[src/rtl/switch_pkg.sv]
// Shared constants for the switch ingress path: FSM state encodings, framing
// sizes, descriptor field layout and the pad-length helper.
package switch_pkg;

  localparam logic [2:0] IDLE = 3'd0;
  localparam logic [2:0] PTR  = 3'd1;
  localparam logic [2:0] HDR  = 3'd2;
  localparam logic [2:0] PAY  = 3'd3;
  localparam logic [2:0] PAD  = 3'd4;
  localparam logic [2:0] GAP  = 3'd5;
  localparam logic [2:0] DROP = 3'd6;

  localparam int unsigned HDR_BYTES  = 16;
  localparam int unsigned CELL_BYTES = 16;
  localparam int unsigned GRP_BYTES  = 4 * CELL_BYTES;

  localparam int unsigned DESC_PM_MSB   = 15;
  localparam int unsigned DESC_PM_LSB   = 12;
  localparam int unsigned DESC_RSVD_BIT = 11;
  localparam int unsigned DESC_LEN_MSB  = 10;
  localparam int unsigned DESC_LEN_LSB  = 0;

  // Zero bytes needed after header + payload to reach the next 64-byte group.
  function automatic logic [5:0] pad_bytes(input logic [10:0] len);
    logic [11:0] sum;
    logic [11:0] total;
    sum   = 12'(HDR_BYTES) + {1'b0, len};
    total = (sum + 12'(GRP_BYTES - 1)) & ~12'(GRP_BYTES - 1);
    return 6'(total - sum);
  endfunction

endpackage

[src/rtl/switch_pre_fmt.sv]
// Ingress framer feeding the cell packer: 16-byte header, payload, zero pad to 64 B.
// Optional length policing (DROP path + drop_cnt_inc) under SWITCH_PRE_FMT_LEN_CHECK_EN.
module switch_pre_fmt
  import switch_pkg::*;
#(
  parameter int unsigned MIN_GAP = 2,
  parameter int unsigned MIN_LEN = 60,
  parameter int unsigned MAX_LEN = 1518
) (
  input  logic        clk,
  input  logic        rstn,
  input  logic [15:0] ptr_fifo_din,
  input  logic        ptr_fifo_empty,
  output logic        ptr_fifo_rd,
  input  logic [7:0]  data_fifo_din,
  output logic        data_fifo_rd,
  input  logic        i_cell_bp,
  output logic        sof,
  output logic        dv,
`ifdef SWITCH_PRE_FMT_LEN_CHECK_EN
  output logic [7:0]  dout,
  output logic        drop_cnt_inc
`else
  output logic [7:0]  dout
`endif
);

  localparam int unsigned GW = $clog2(MIN_GAP + 1);

  logic [2:0]    r_state;
  logic [10:0]   r_len;
  logic [10:0]   r_cnt;
  logic [5:0]    r_pad;
  logic [GW-1:0] r_gap;
  logic          r_sof;
  logic          r_dv;
  logic [7:0]    r_dout;

  logic [10:0]   w_len;
  logic          w_start;
  logic          w_len_last;
  logic          w_unused_rsvd;

  assign w_len         = ptr_fifo_din[DESC_LEN_MSB:DESC_LEN_LSB];
  assign w_start       = (r_state == IDLE) && !ptr_fifo_empty && !i_cell_bp && (r_gap == '0);
  assign w_len_last    = (r_cnt == r_len - 11'd1);
  assign w_unused_rsvd = ptr_fifo_din[DESC_RSVD_BIT];

  assign ptr_fifo_rd = w_start;
  assign sof         = r_sof;
  assign dv          = r_dv;
  assign dout        = r_dout;

`ifdef SWITCH_PRE_FMT_LEN_CHECK_EN
  logic r_drop;
  logic w_len_bad;
  assign w_len_bad    = (w_len < 11'(MIN_LEN)) || (w_len > 11'(MAX_LEN));
  assign drop_cnt_inc = r_drop;
`else
  logic w_unused_len_cfg;
  assign w_unused_len_cfg = (MIN_LEN > MAX_LEN);
`endif

  // Pops run one cycle ahead of the registered output byte they feed.
  always_comb begin
    data_fifo_rd = ((r_state == HDR) && (r_cnt == 11'(HDR_BYTES - 1))) ||
                   ((r_state == PAY) && !w_len_last);
`ifdef SWITCH_PRE_FMT_LEN_CHECK_EN
    if (r_state == DROP) data_fifo_rd = 1'b1;
`endif
  end

  always_ff @(posedge clk or negedge rstn) begin
    if (!rstn) begin
      r_state <= IDLE;
      r_len   <= '0;
      r_cnt   <= '0;
      r_pad   <= '0;
      r_gap   <= GW'(MIN_GAP);
      r_sof   <= 1'b0;
      r_dv    <= 1'b0;
      r_dout  <= '0;
`ifdef SWITCH_PRE_FMT_LEN_CHECK_EN
      r_drop  <= 1'b0;
`endif
    end else begin
      r_sof  <= 1'b0;
      r_dv   <= 1'b0;
      r_dout <= '0;
`ifdef SWITCH_PRE_FMT_LEN_CHECK_EN
      r_drop <= 1'b0;
`endif
      if (r_gap != '0) r_gap <= r_gap - GW'(1);

      case (r_state)
        IDLE: if (w_start) r_state <= PTR;

        // Header byte 0 is built straight from the descriptor so sof lands
        // two cycles after the start decision.
        PTR: begin
          r_len <= w_len;
          r_pad <= pad_bytes(w_len);
          r_cnt <= '0;
          if (w_len == '0) begin
            r_state <= GAP;
            r_gap   <= GW'(MIN_GAP);
          end
`ifdef SWITCH_PRE_FMT_LEN_CHECK_EN
          else if (w_len_bad) begin
            r_state <= DROP;
          end
`endif
          else begin
            r_state <= HDR;
            r_cnt   <= 11'd1;
            r_sof   <= 1'b1;
            r_dv    <= 1'b1;
            r_dout  <= {4'b0, ptr_fifo_din[DESC_PM_MSB:DESC_PM_LSB]};
          end
        end

        HDR: begin
          r_dv <= 1'b1;
          case (r_cnt[3:0])
            4'd1:    r_dout <= {5'b0, r_len[10:8]};
            4'd2:    r_dout <= r_len[7:0];
            default: ;
          endcase
          if (r_cnt == 11'(HDR_BYTES - 1)) begin
            r_state <= PAY;
            r_cnt   <= '0;
          end else begin
            r_cnt <= r_cnt + 11'd1;
          end
        end

        PAY: begin
          r_dv   <= 1'b1;
          r_dout <= data_fifo_din;
          if (w_len_last) begin
            r_cnt <= '0;
            if (r_pad != '0) begin
              r_state <= PAD;
            end else begin
              r_state <= GAP;
              r_gap   <= GW'(MIN_GAP);
            end
          end else begin
            r_cnt <= r_cnt + 11'd1;
          end
        end

        PAD: begin
          r_dv <= 1'b1;
          if (r_cnt == {5'b0, r_pad} - 11'd1) begin
            r_state <= GAP;
            r_gap   <= GW'(MIN_GAP);
          end else begin
            r_cnt <= r_cnt + 11'd1;
          end
        end

        GAP: if (r_gap <= GW'(1)) r_state <= IDLE;

`ifdef SWITCH_PRE_FMT_LEN_CHECK_EN
        DROP: begin
          if (w_len_last) begin
            r_state <= GAP;
            r_gap   <= GW'(MIN_GAP);
            r_drop  <= 1'b1;
          end else begin
            r_cnt <= r_cnt + 11'd1;
          end
        end
`endif

        default: r_state <= IDLE;
      endcase
    end
  end

endmodule
[config.mk]
export PLATFORM = sky130hd
export DESIGN_NAME = switch_pre_fmt
export DESIGN_NICKNAME = d
export VERILOG_FILES = /design/src/rtl/switch_pkg.sv /design/src/rtl/switch_pre_fmt.sv
export SDC_FILE = /design/constraint.sdc
export NUM_CORES = 1
export LEC_CHECK = 0
export ABC_AREA = 1
export BUFFER_PORTS_ARGS = -buffer_cell sky130_fd_sc_hd__buf_2
export CAP_MARGIN = 5
export CORE_ASPECT_RATIO = 1.5
export CORE_MARGIN = 2
export CORE_UTILIZATION = 48
export DETAILED_ROUTE_END_ITERATION = 8
export HOLD_SLACK_MARGIN = 0.12
export PLACE_DENSITY = 0.68
export SETUP_SLACK_MARGIN = 0.2
export SLEW_MARGIN = 20
export SYNTH_ARGS = -nofsm -noshare
export SYNTH_HDL_FRONTEND = slang
export SYNTH_SLANG_ARGS = --single-unit
[constraint.sdc]
create_clock -name clk -period 2.3 [get_ports clk]
set_clock_uncertainty 0.15 [all_clocks]
set_input_delay 0.345 -clock clk [delete_from_list [all_inputs] [get_ports clk]]
set_output_delay 0.345 -clock clk [all_outputs]
set_load 0.02 [all_outputs]
==> key figures <==
Placement
  – Pre-CTS setup slack: 0.0292 ns
  – Hpwl dp: roughly 6200 um
  – Placed Instance Area: approximately 3300 um^2
  – Placed Cells: 544
  – Number of port buffers: 38
  – GPL Wtd Cong: 0.885

Floorplan
  – Die Height: 100 um
  – Row count: 35
  – Die ar.: just under 7000 um^2
  – IO Pins: 40
  – Starting Density: 0.490
  – Core ar.: roughly 6000 um^2
  – Die W: between 60 and 70 um

STA
  – Fmax: between 0.4 and 0.5 GHz
  – Max-slew headroom: 0.664
  – Final setup TNS: -0.127 ns
  – Slew Viols, Final: 0
  – WHS: 0.121 ns
  – Final setup margin: -0.123 ns
  – Slew @ Worst Pin: about 0.50 ns
  – Final Hold Fails: 0
  – Final setup vio count: 2
  – Crit path time final: about 2.4 ns
  – Period utilization: 1.05
  – Unrepaired setup endpoints after global routing: yes

Critical path
  – Critical path class: flip-flop to primary output
  – Critical Path RT: between 1.5 and 2 ns
  – WP data arrival: between 1.5 and 2 ns
  – Reg-to-reg slack, setup: 0 ns
  – CP max FO: 2
  – Element type at the critical path start: flip-flop
  – Critical path capture point type: primary output

Global routing
  – Busiest layer in global routing: met2
  – Routing usage on met3: 0.0336
  – Grt ovf: 0
  – Grt met1 use: 0.305
  – Initial antenna violation count: 0
  – Vias in the first global route: ~3000
  – GRT Util Overall: 0.270
  – Met2 Track Usage GR: 0.474
  – Largest net degree at the start of global routing: 25
  – First-pass GRT wire length: approximately 14000 um

Routing
  – Routed Antenna Nets: 0
  – DRC: 0
  – 1st-iter DRT viols: between 150 and 200
  – First-pass iteration count of the detailed router: 5
  – Vias per cell: approximately 5.2
  – WL final: approximately 8400 um
  – Routed via count: ~3000
  – Wire per inst: about 15 um

Synth
  – Distinct cell type count after synthesis: 37
  – Ys async rst share: 1.00
  – Most common flop cell mapped by yosys: dfrtp_1
  – FF+latch count, synth: between 40 and 50
  – Syn Nets: between 400 and 500
  – Ys Warns: 0
  – Mapped Area: between 2000 and 3000 um^2
  – Syn_area_per_cell: 6.85 um^2
  – Number of flops mapped to enable cells by yosys: 0
  – Post-synthesis sequential area ratio: 0.355
  – Synth Instances: approximately 430

CTS
  – Max clock buf depth: 2
  – Skew-Pair Late Insertion Delay: 0.29 ns
  – Clock buffer count from CTS: 5
  – Clock tree from TritonCTS: yes
  – Clk slew on worst S/H paths: approximately 0.080 ns
  – Clock sinks: 42
  – H-tree Lvls: 2
  – Clk root buf: clkbuf_8

Power and ir drop
  – Worst VDD drop: 0.000203 V
  – Total power: between 1 and 1.5 mW
  – Power per cell area: 341 nW/um^2
  – Leak: between 1.5 and 2 nW

Finish
  – Area delta synth->final: 25.0%
  – # fillers: 540
  – Share of cells above drive strength 1: 0.261
  – Antenna cells: 0
  – Utilization after layout: 0.612
  – Commonest non-fill, non-tap cell in the layout: nand2_1
  – Post-route cell area: approximately 3700 um^2
  – Fin cells: around 570
  – Nets: 530
  – Most frequent cells in the layout: nand2_1, nor2_1, inv_1

Hold path
  – Worst min path class: input port to flip-flop

Outcome
  – Failing checks: negative setup slack
  – Status: complete, but fails checks

Run
  – Max Cap Violations: 0
-- state kept, by name (all words and copies together), names as in the netlist --
register,flops
r_len,11
r_gap,2
dv,1
r_pad,5
dout,8
r_cnt,11
r_state,3
sof,1
-- critical path, stage by stage, from the launching register on --
cell and delay [ns]:
dfrtp_1 0.40, inv_2 0.09, ha_4 0.20, xnor2_1 0.11
nor2_1 0.09, nand2_1 0.06, nor2_2 0.09, nand3_1 0.08
nor2_1 0.13, nand2_2 0.10, nand2_4 0.08, o21ai_4 0.05
buf_6 0.13
-- repair_timing --
item,in CTS,in global routing
endpoints found under the setup margin,17,17
cloned,3,0
endpoints found under the hold margin,22,0
gates resized for setup,19,14
setup buffers,8,3
pin swaps,13,9
hold buffers,4,0
-- cells in the mapped netlist, drive strengths merged (5+ instances only) --
cell type	count	share of area
xnor2	10	0.030
buf	7	0.016
o21ai	33	0.056
xor2	11	0.033
dfrtp	41	0.35
nand2	138	0.18
nand3	31	0.062
nor3	7	0.014
ha	7	0.030
nor2	64	0.094
a21oi	5	0.0085
inv	55	0.070
-- path summary, 6_finish.rpt --
| kind | start | end | depth (start not counted) |
|---|---|---|---|
| min | ptr_fifo_din[13] | dout[1]$_DFF_PN0_ | 3 |
| max reg2reg | r_len[1]$_DFFE_PN0P_ | r_gap[0]$_DFF_PN0_ | 14 |
| max | r_len[1]$_DFFE_PN0P_ | data_fifo_rd | 12 |
| min reg2reg | r_gap[1]$_DFF_PN1_ | r_gap[0]$_DFF_PN0_ | 2 |
| max in group asynchronous | rstn | r_cnt[5]$_DFFE_PN0P_ | 3 |
| min in group asynchronous | rstn | r_len[9]$_DFFE_PN0P_ | 2 |
-- per-layer routing --
metal  routed length (um)  vias to the layer above  part of all wire
li1                     -                     1495                 -
met1                 3250                     1370              0.39
met2                 4500                       85              0.54
met3                  289                       26             0.034
met4                  372                        0             0.044
met5                    0                        -                 0
-- kinds of logic (layout without fill, tap and decap cells) --
| group | Yosys count | in the layout | share of synthesized area |
|---|---|---|---|
| AOI/OAI and AO/OA | 48 | 48 | 0.0909 |
| xor gates and xnor gates | 21 | 21 | 0.0621 |
| adders and majority gates | 7 | 7 | 0.0296 |
| buffers and inverters | 65 | 127 | 0.0900 |
| DFF | 42 | 42 | 0.355 |
| and+or+nand+nor | 249 | 250 | 0.372 |
-- final cells by class --
type | instances | area [um^2] | share of cell area
clock inverters | 2 | 10.0 | 0.00271
well taps | 74 | 92.6 | 0.0250
multi-input cells | 326 | 1780 | 0.481
inverters | 55 | 206 | 0.0558
clock buffers | 5 | 68.8 | 0.0186
flip-flops and latches | 42 | 1050 | 0.285
repair buffers | 65 | 490 | 0.133
-- report_power, final --
group | switching, mW | internal (mW) | leakage (nW) | total [mW]
registers | 0 | 0.738 | 0.474 | 0.738
clock network | 0.253 | 0.204 | 0.0438 | 0.457
logic | 0.0358 | 0.0307 | 1.25 | 0.0665
(Power assumes the default switching activity.)
